### config.mk
export PLATFORM = sky130hd
export DESIGN_NAME = en_latch
export DESIGN_NICKNAME = d
export VERILOG_FILES = /design/src/rtl/en_latch_pkg.sv /design/src/rtl/en_latch_bit.sv /design/src/rtl/en_latch.sv
export SDC_FILE = /design/constraint.sdc
export NUM_CORES = 1
export LEC_CHECK = 0
export ABC_AREA = 1
export BUFFER_PORTS_ARGS = -buffer_cell sky130_fd_sc_hd__buf_4
export CAP_MARGIN = 20
export CORE_AREA = 10 10 47 49
export CTS_CLUSTER_DIAMETER = 30
export DETAILED_ROUTE_END_ITERATION = 12
export DIE_AREA = 0 0 57 59
export GPL_ROUTABILITY_DRIVEN = 0
export PLACE_DENSITY = 0.45
export SLEW_MARGIN = 25
export SYNTH_ARGS = -nofsm -noshare
export SYNTH_HDL_FRONTEND = slang
export SYNTH_SLANG_ARGS = --single-unit
### constraint.sdc
create_clock -name clk -period 0.8 [get_ports clk]
set_input_delay 0.08 -clock clk [delete_from_list [all_inputs] [get_ports clk]]
set_output_delay 0.08 -clock clk [all_outputs]
set_load 0.005 [all_outputs]
### src/rtl/en_latch_pkg.sv
// Shared types and helpers for the gated SR latch.
// The operation enum names what one latch cell does on a clock edge.
// decode_op folds the gate and the set/reset pair into one of those operations.
// The cell state enum records whether a cell holds 0, holds 1, or is in the forbidden 0/0 condition.
package en_latch_pkg;

  typedef enum logic [1:0] {
    OP_HOLD,
    OP_SET,
    OP_RESET,
    OP_ILLEGAL
  } latch_op_e;

  typedef enum logic [1:0] {
    CELL_CLEAR,
    CELL_SET,
    CELL_FORBID
  } cell_state_e;

  localparam logic Q_RST    = 1'b0;
  localparam logic QBAR_RST = 1'b1;

  // Any request made while the gate is closed is treated as a hold.
  function automatic latch_op_e decode_op(input logic en, input logic s, input logic r);
    latch_op_e op;
    op = OP_HOLD;
    if (en) begin
      case ({s, r})
        2'b10:   op = OP_SET;
        2'b01:   op = OP_RESET;
        2'b11:   op = OP_ILLEGAL;
        default: op = OP_HOLD;
      endcase
    end
    return op;
  endfunction

endpackage

### src/rtl/en_latch_bit.sv
// One bit of the gated SR latch, modelled as clocked state.
// Optional macro EN_LATCH_ILLEGAL_DET_EN adds a registered flag that marks
// a forbidden set+reset request sampled on the previous edge.
module en_latch_bit
  import en_latch_pkg::*;
(
  input  logic clk_i,
  input  logic rst_ni,
  input  logic en_i,
  input  logic s_i,
  input  logic r_i,
  output logic q_o,
  output logic qbar_o
`ifdef EN_LATCH_ILLEGAL_DET_EN
  ,
  output logic illegal_o
`endif
);

  latch_op_e   op;
  cell_state_e state_q, state_d;
  logic        q_q, q_d;
  logic        qbar_q, qbar_d;

  assign op = decode_op(en_i, s_i, r_i);

  // Next state: a hold after the forbidden 0/0 condition resolves to the reset value,
  // like a NOR latch where reset wins the race, so the outputs stay fully defined.
  always_comb begin
    state_d = state_q;
    q_d     = q_q;
    qbar_d  = qbar_q;
    case (op)
      OP_SET: begin
        state_d = CELL_SET;
        q_d     = 1'b1;
        qbar_d  = 1'b0;
      end
      OP_RESET: begin
        state_d = CELL_CLEAR;
        q_d     = 1'b0;
        qbar_d  = 1'b1;
      end
      OP_ILLEGAL: begin
        state_d = CELL_FORBID;
        q_d     = 1'b0;
        qbar_d  = 1'b0;
      end
      default: begin
        if (state_q == CELL_FORBID) begin
          state_d = CELL_CLEAR;
          q_d     = Q_RST;
          qbar_d  = QBAR_RST;
        end
      end
    endcase
  end

  // State and output registers; reset overrides the gate and both requests.
  always_ff @(posedge clk_i) begin
    if (!rst_ni) begin
      state_q <= CELL_CLEAR;
      q_q     <= Q_RST;
      qbar_q  <= QBAR_RST;
    end else begin
      state_q <= state_d;
      q_q     <= q_d;
      qbar_q  <= qbar_d;
    end
  end

  assign q_o    = q_q;
  assign qbar_o = qbar_q;

`ifdef EN_LATCH_ILLEGAL_DET_EN
  logic illegal_q;

  // Flags each edge on which a forbidden request was sampled; cleared on the next clean edge.
  always_ff @(posedge clk_i) begin
    if (!rst_ni) begin
      illegal_q <= 1'b0;
    end else begin
      illegal_q <= (op == OP_ILLEGAL);
    end
  end

  assign illegal_o = illegal_q;
`endif

endmodule

### src/rtl/en_latch.sv
// WIDTH-bit gated SR latch built from independent one-bit cells sharing one enable.
// Optional macro EN_LATCH_ILLEGAL_DET_EN adds per-bit illegal flags and a sticky
// illegal_seen summary that only reset clears.
module en_latch
  import en_latch_pkg::*;
#(
  parameter int WIDTH = 1
) (
  input  logic             clk,
  input  logic             rst_n,
  input  logic             en,
  input  logic [WIDTH-1:0] s,
  input  logic [WIDTH-1:0] r,
  output logic [WIDTH-1:0] q,
  output logic [WIDTH-1:0] qbar
`ifdef EN_LATCH_ILLEGAL_DET_EN
  ,
  output logic [WIDTH-1:0] illegal,
  output logic             illegal_seen
`endif
);

  for (genvar i = 0; i < WIDTH; i++) begin : g_bit
    en_latch_bit u_bit (
      .clk_i     (clk),
      .rst_ni    (rst_n),
      .en_i      (en),
      .s_i       (s[i]),
      .r_i       (r[i]),
      .q_o       (q[i]),
      .qbar_o    (qbar[i])
`ifdef EN_LATCH_ILLEGAL_DET_EN
      ,
      .illegal_o (illegal[i])
`endif
    );
  end

`ifdef EN_LATCH_ILLEGAL_DET_EN
  logic illegal_hit;
  logic illegal_seen_q, illegal_seen_d;

  // Detect a forbidden request on any bit this cycle, so the sticky flag rises on the same edge as the per-bit flag.
  always_comb begin
    illegal_hit = 1'b0;
    for (int i = 0; i < WIDTH; i++) begin
      if (decode_op(en, s[i], r[i]) == OP_ILLEGAL) begin
        illegal_hit = 1'b1;
      end
    end
    illegal_seen_d = illegal_seen_q | illegal_hit;
  end

  // Sticky summary register, cleared only by reset.
  always_ff @(posedge clk) begin
    if (!rst_n) begin
      illegal_seen_q <= 1'b0;
    end else begin
      illegal_seen_q <= illegal_seen_d;
    end
  end

  assign illegal_seen = illegal_seen_q;
`endif

endmodule

==> impl_metrics.tcl, run 1 <==
set metrics [dict create \
    yosys-mux-area-fraction_pct 0 \
    yosys.area_share.xor_xnor_pct 0 \
    diodes 0 \
    start_util_pct 15.98 \
    setup_violations 0 \
    syn_area_per_cell_um2 7.225 \
    ys_types 10 \
    rsz0062_at_grt "no" \
    synth.cell_area_um2 224.0 \
    antenna_found_initial 0 \
    grt_overflow_total 0 \
    min_path_type "in -> reg" \
    share_clk_of_total_power_pct 42.5 \
    drv_cap 0 \
    die_area_um2 3363 \
    synthSimpleGateAreaFrac_pct 30.73 \
    status "completed" \
    cts_post_setup_buffers_inserted 0 \
    clkSinkCount 4 \
    clock_skew_ps 4.235 \
    total_power_mw 0.5675 \
    max_slew_margin_pct 91.72 \
    hold_buffers 0 \
    grt_pass1_wl_um 710 \
    io_buffers 6 \
    ios 7 \
    path_clk_slew_ps 40 \
    yosysWarnings 0 \
    p_sw_mw 0.1284 \
    max_stage_delay_ps 310 \
    clock-root-buffer "clkbuf_4" \
    layout.cells.non_filler 58 \
    vias_per_cell 3.776 \
    synth_top_area_share_pct 35.75 \
    syn_to_final_growth_pct 57.54 \
    clk_path_buf_depth 2 \
    die_h_um 59 \
    crit_family "flip-flops" \
    synthCells 31 \
    synth_top_family_by_area "simple AND/OR/NAND/NOR gates" \
    insertion_delay_ps 230 \
    setup.worst_path.start "g_bit[0].u_bit.qbar_o" \
    grt_pass1_vias 187 \
    slew_violations 0 \
    powerDensity_nw_per_um2 1608 \
    critPathRequiredTime_ps 720 \
    p_comb_share_pct 18.8 \
    cts_tree "done" \
    grt_max_degree 5 \
    postRouteAntennaNets 0 \
    fin_crit_sh_pct 93.28 \
    synth_edf_count 0 \
    synth_nets 39 \
    drc 0 \
    r2r_setup_slack_ps 70 \
    slowest_stage "dfxtp_2" \
    ys_ff_latch 4 \
    dp.cells 55 \
    coreArea_um2 1401 \
    ir_drop_mv 0.7932 \
    rr_startpoint "g_bit[0].u_bit.state_q[0]" \
    r2r_end "g_bit[0].u_bit.qbar_o" \
    drive_gt1_share_pct 47.62 \
    vias 219 \
    critical_path_arrival_ps 670 \
    start_kind "flop" \
    power_frac_seq_pct 38.7 \
    synthArstFlopShare_pct 0 \
    cp.depth 1 \
    seq_area_frac_synth_pct 35.75 \
    layout.nets 52 \
    yosys-top-cells-count "nand2_1 (8), inv_1 (6), dfxtp_1 (4)" \
    max_freq_mhz 1340 \
    synth_fa_ha_area_share_pct 16.76 \
    first_pass_iters 3 \
    die_x_um 57 \
    tightest_slew_ps 124.0 \
    crit_type "reg -> out" \
    cts_buffers 3 \
    routed_wl_um 493 \
    min_period_ps 746.2 \
    track_usage_pct 3.062 \
    synth_top_area_cell "dfxtp_1" \
    wire_per_inst_um 8.500 \
    r2r_cells 5 \
    p_leak_nw 0.1694 \
    nFillCells 167 \
    drtIter0Drc 1 \
    ys_top_cells_by_area "dfxtp_1 (36%), ha_1 (17%), nand2_1 (13%)" \
    synthFlopType "dfxtp_1" \
    rows 14 \
    hold_violations 0 \
    synth_compound_area_share_pct 6.704 \
    setup.worst_path.end_class "output pin" \
    p_int_mw 0.4391 \
    critPathBufInv 1 \
    cp_max_fo 2 \
    cp_cell_sequence "buf_4" \
    hpwl_um 388 \
    crit_end "qbar" \
    swShare_pct 22.63 \
    cts_htree_levels 1 \
    yosysMostFrequentCell "nand2_1" \
]
## area by class of cell
| type | count | area [µm²] | area share (%) |
|---|---|---|---|
| flip-flops and latches | 4 | 82.58 | 23.40 |
| clock buffers | 3 | 22.52 | 6.383 |
| repair buffers | 8 | 60.06 | 17.02 |
| multi-input cells | 21 | 145.1 | 41.13 |
| inverters | 6 | 22.52 | 6.383 |
| well taps | 16 | 20.02 | 5.674 |
## repair_timing
item,in CTS,in global routing
gates resized for setup,0,4
endpoints found under the setup margin,0,4
endpoints found under the hold margin,0,0
## through the flow
step                      hold WS [ps]  setup TNS (ps)  util (%)  setup slack (ps)  cell area, µm²
after detailed placement         301.8          -458.7     22.95            -196.3           321.6
after CTS                        54.15               0     24.55             40.11           344.1
after floorplan                  164.1               0         -             4.673           241.5
after global placement           296.5          -447.4     22.95            -195.9           321.6
final                            65.11               0     25.18             53.76           352.8
after global routing             62.07               0     25.18            0.2395           352.8
## cells by family after synthesis
group                    after synthesis
buffers and inverters                  6
AO/OA/AOI/OAI                          3
flip-flops                             4
AND/OR/NAND/NOR                       15
adder cells (fa/ha/maj)                3
## how the worst min path moves through the flow
stage               startpoint                     to  cells past startpoint
finish                   rst_n  g_bit[0].u_bit.qbar_o                      2
global route             rst_n  g_bit[0].u_bit.qbar_o                      2
CTS                      rst_n  g_bit[0].u_bit.qbar_o                      2
detailed placement       rst_n  g_bit[0].u_bit.qbar_o                      2
global placement         rst_n  g_bit[0].u_bit.qbar_o                      2
floorplan                rst_n  g_bit[0].u_bit.qbar_o                      1
## metal layers
metal | routed length [µm] | track usage (%) | up-vias
li1 | - | - | 118
met1 | 214 | 2.243 | 93
met2 | 217 | 4.031 | 6
met3 | 55 | 4.292 | 2
met4 | 6 | 2.013 | 0
met5 | 0 | 0 | -
## placed cells by master (no fill, tap or decap), drive strengths merged
master / count
nand3b: 1
inv: 6
nand2: 9
buf: 8
clkbuf: 3
nand3: 3
a21oi: 3
ha: 3
dfxtp: 4
nor2: 2
## registers in the layout (all words and copies together), names as in the netlist
signal               flops
g_bit.u_bit.state_q      2
g_bit.u_bit.q_o          1
g_bit.u_bit.qbar_o       1
## power by group through the flow
stage,Sequential [mW],Clock (mW),Combinational [mW]
6_report,0.219,0.241,0.107
5_1_grt,0.221,0.287,0.119
4_1_cts,0.218,0.257,0.107
3_5_place_dp,0.221,0,0.106
3_3_place_gp,0.221,0,0.107
2_1_floorplan,0.221,0,0.0598
Power figures use the tool's default switching activity.
==> run 2, diff against run 1 <==
==> constraint.sdc (replaced) <==
create_clock -name clk -period 0.8 [get_ports clk]
set_input_delay 0.08 -clock clk [delete_from_list [all_inputs] [get_ports clk]]
set_output_delay 0.08 -clock clk [all_outputs]
set_load 0.1 [all_outputs]
==> run 2 against run 1 <==
Compared with the run above:
- the flow now finishes with violations (setup timing)
- largest power group unchanged
- die area unchanged
- global-route usage increased by 0.47 points
- critical path type unchanged
- non-clock buffer count increased by 1
==> impl_metrics.tcl, run 2 (synthesis gave the netlist of run 1 again) <==
set metrics [dict create \
    status "finished with violations" \
    violations "setup timing" \
    die_x_um 57 \
    crit_family "flip-flops" \
    diodes 0 \
    routed_wl_um 504 \
    cp_cell_sequence "buf_12" \
    die_h_um 59 \
    grt_overflow_total 0 \
    final_common_cell "buf_4" \
    slew_violations 0 \
    cts_htree_levels 1 \
    tightest_slew_ps 117.9 \
    drtIter0Drc 4 \
    clock-root-buffer "clkbuf_4" \
    clock_skew_ps 5.438 \
    rr_startpoint "g_bit[0].u_bit.state_q[1]" \
    p_comb_share_pct 28.7 \
    start_util_pct 15.98 \
    holdCritStartpoint "rst_n" \
    critPathRequiredTime_ps 720 \
    clkSinkCount 4 \
    min_period_ps 831.0 \
    setup_ws_ps -30.97 \
    regMostFlops "g_bit.u_bit.state_q" \
    hold_violations 0 \
    layout_common_cells "buf_4 (7), inv_1 (6), nand2_1 (6)" \
    drc 0 \
    setup.worst_path.start "g_bit[0].u_bit.q_o" \
    power_frac_seq_pct 32.6 \
    crit_type "reg -> out" \
    area.sequential_um2 88.84 \
    powerDensity_nw_per_um2 1709 \
    die_area_um2 3363 \
    drv_cap 0 \
    cts_buffers 3 \
    ir_drop_mv 0.6939 \
    track_usage_pct 3.536 \
    vias_per_cell 3.717 \
    io_buffers 6 \
    post-place-ws_ps -207.1 \
    antenna_found_initial 0 \
    max_slew_margin_pct 92.13 \
    largest_reg_flops 2 \
    ios 7 \
    layout.cells.non_filler 60 \
    hpwl_um 416 \
    postRouteAntennaNets 0 \
    cts_tree "done" \
    fin_crit_sh_pct 103.9 \
    rows 14 \
    insertion_delay_ps 230 \
    coreArea_um2 1401 \
    multi_input_area_um2 150.1 \
    holdWs_ps 45.13 \
    share_clk_of_total_power_pct 38.8 \
    grt_pass1_vias 202 \
    p_leak_nw 0.1868 \
    drive_gt1_share_pct 50.00 \
    grt_pass1_wl_um 814 \
    cts_post_setup_buffers_inserted 0 \
    p_int_mw 0.4853 \
    first_pass_iters 4 \
    layout.nets 53 \
    grt_max_degree 5 \
    min_path_type "in -> reg" \
    dp.cells 56 \
    critical_path_arrival_ps 750 \
    nFillCells 162 \
    clk_path_buf_depth 2 \
    vias 223 \
    swShare_pct 29.08 \
    max_freq_mhz 1203 \
    rsz0062_at_grt "yes" \
    slowest_stage "dfxtp_4" \
    setup.worst_path.end_class "output pin" \
    setup_violations 2 \
    wire_per_inst_um 8.400 \
    start_kind "flop" \
    path_clk_slew_ps 40 \
    syn_to_final_growth_pct 78.77 \
    cp_max_fo 2 \
    max_stage_delay_ps 350 \
    critPathBufInv 1 \
    p_sw_mw 0.1990 \
]
## run 2: final timing paths
path | endpoint | slack [ps] | depth (start not counted)
setup reg to reg | g_bit[0].u_bit.q_o | 70 | 3
hold / removal | g_bit[0].u_bit.qbar_o | 50 | 2
hold reg to reg | g_bit[0].u_bit.state_q[0] | 470 | 2
setup / recovery | q | -30 | 1
## run 2: power groups by stage
stage	Sequential, mW	Combinational, mW	Clock (mW)
2_1_floorplan	0.280	0.0597	0
3_3_place_gp	0.220	0.169	0
3_5_place_dp	0.220	0.170	0
4_1_cts	0.222	0.191	0.282
5_1_grt	0.224	0.213	0.297
6_report	0.223	0.196	0.265
## run 2: per-stage QoR
step | power, mW | utilization [%] | instance area [µm²] | setup TNS (ps)
2_1_floorplan | 0.3400 | - | 249.0 | -30.91
3_3_place_gp | 0.3890 | 24.02 | 336.6 | -461.3
3_5_place_dp | 0.3906 | 24.02 | 336.6 | -487.7
4_1_cts | 0.6946 | 27.68 | 387.9 | -84.28
5_1_grt | 0.7339 | 28.57 | 400.4 | -128.5
6_report | 0.6843 | 28.57 | 400.4 | -60.60
## run 2: area by class of cell
cell class	count	share of cell area, %
clock buffers	4	6.563
inverters	6	5.625
multi-input cells	21	37.50
flip-flops and latches	4	22.19
well taps	16	5.000
repair buffers	9	23.13
## run 2: timing repair
item / in CTS / in global routing
hold buffers: 0 / 0
endpoints found under the setup margin: 2 / 5
gates cloned: 0 / 0
gates resized for setup: 6 / 4
pin swaps: 0 / 1
## run 2: layer usage
metal | vias to the layer above | GRT usage, % | part of all wire, %
met1 | 96 | 2.715 | 43
met3 | 0 | 4.506 | 7.7
met5 | - | 0 | 0
met4 | 0 | 2.013 | 0
li1 | 121 | - | -
met2 | 6 | 4.961 | 49
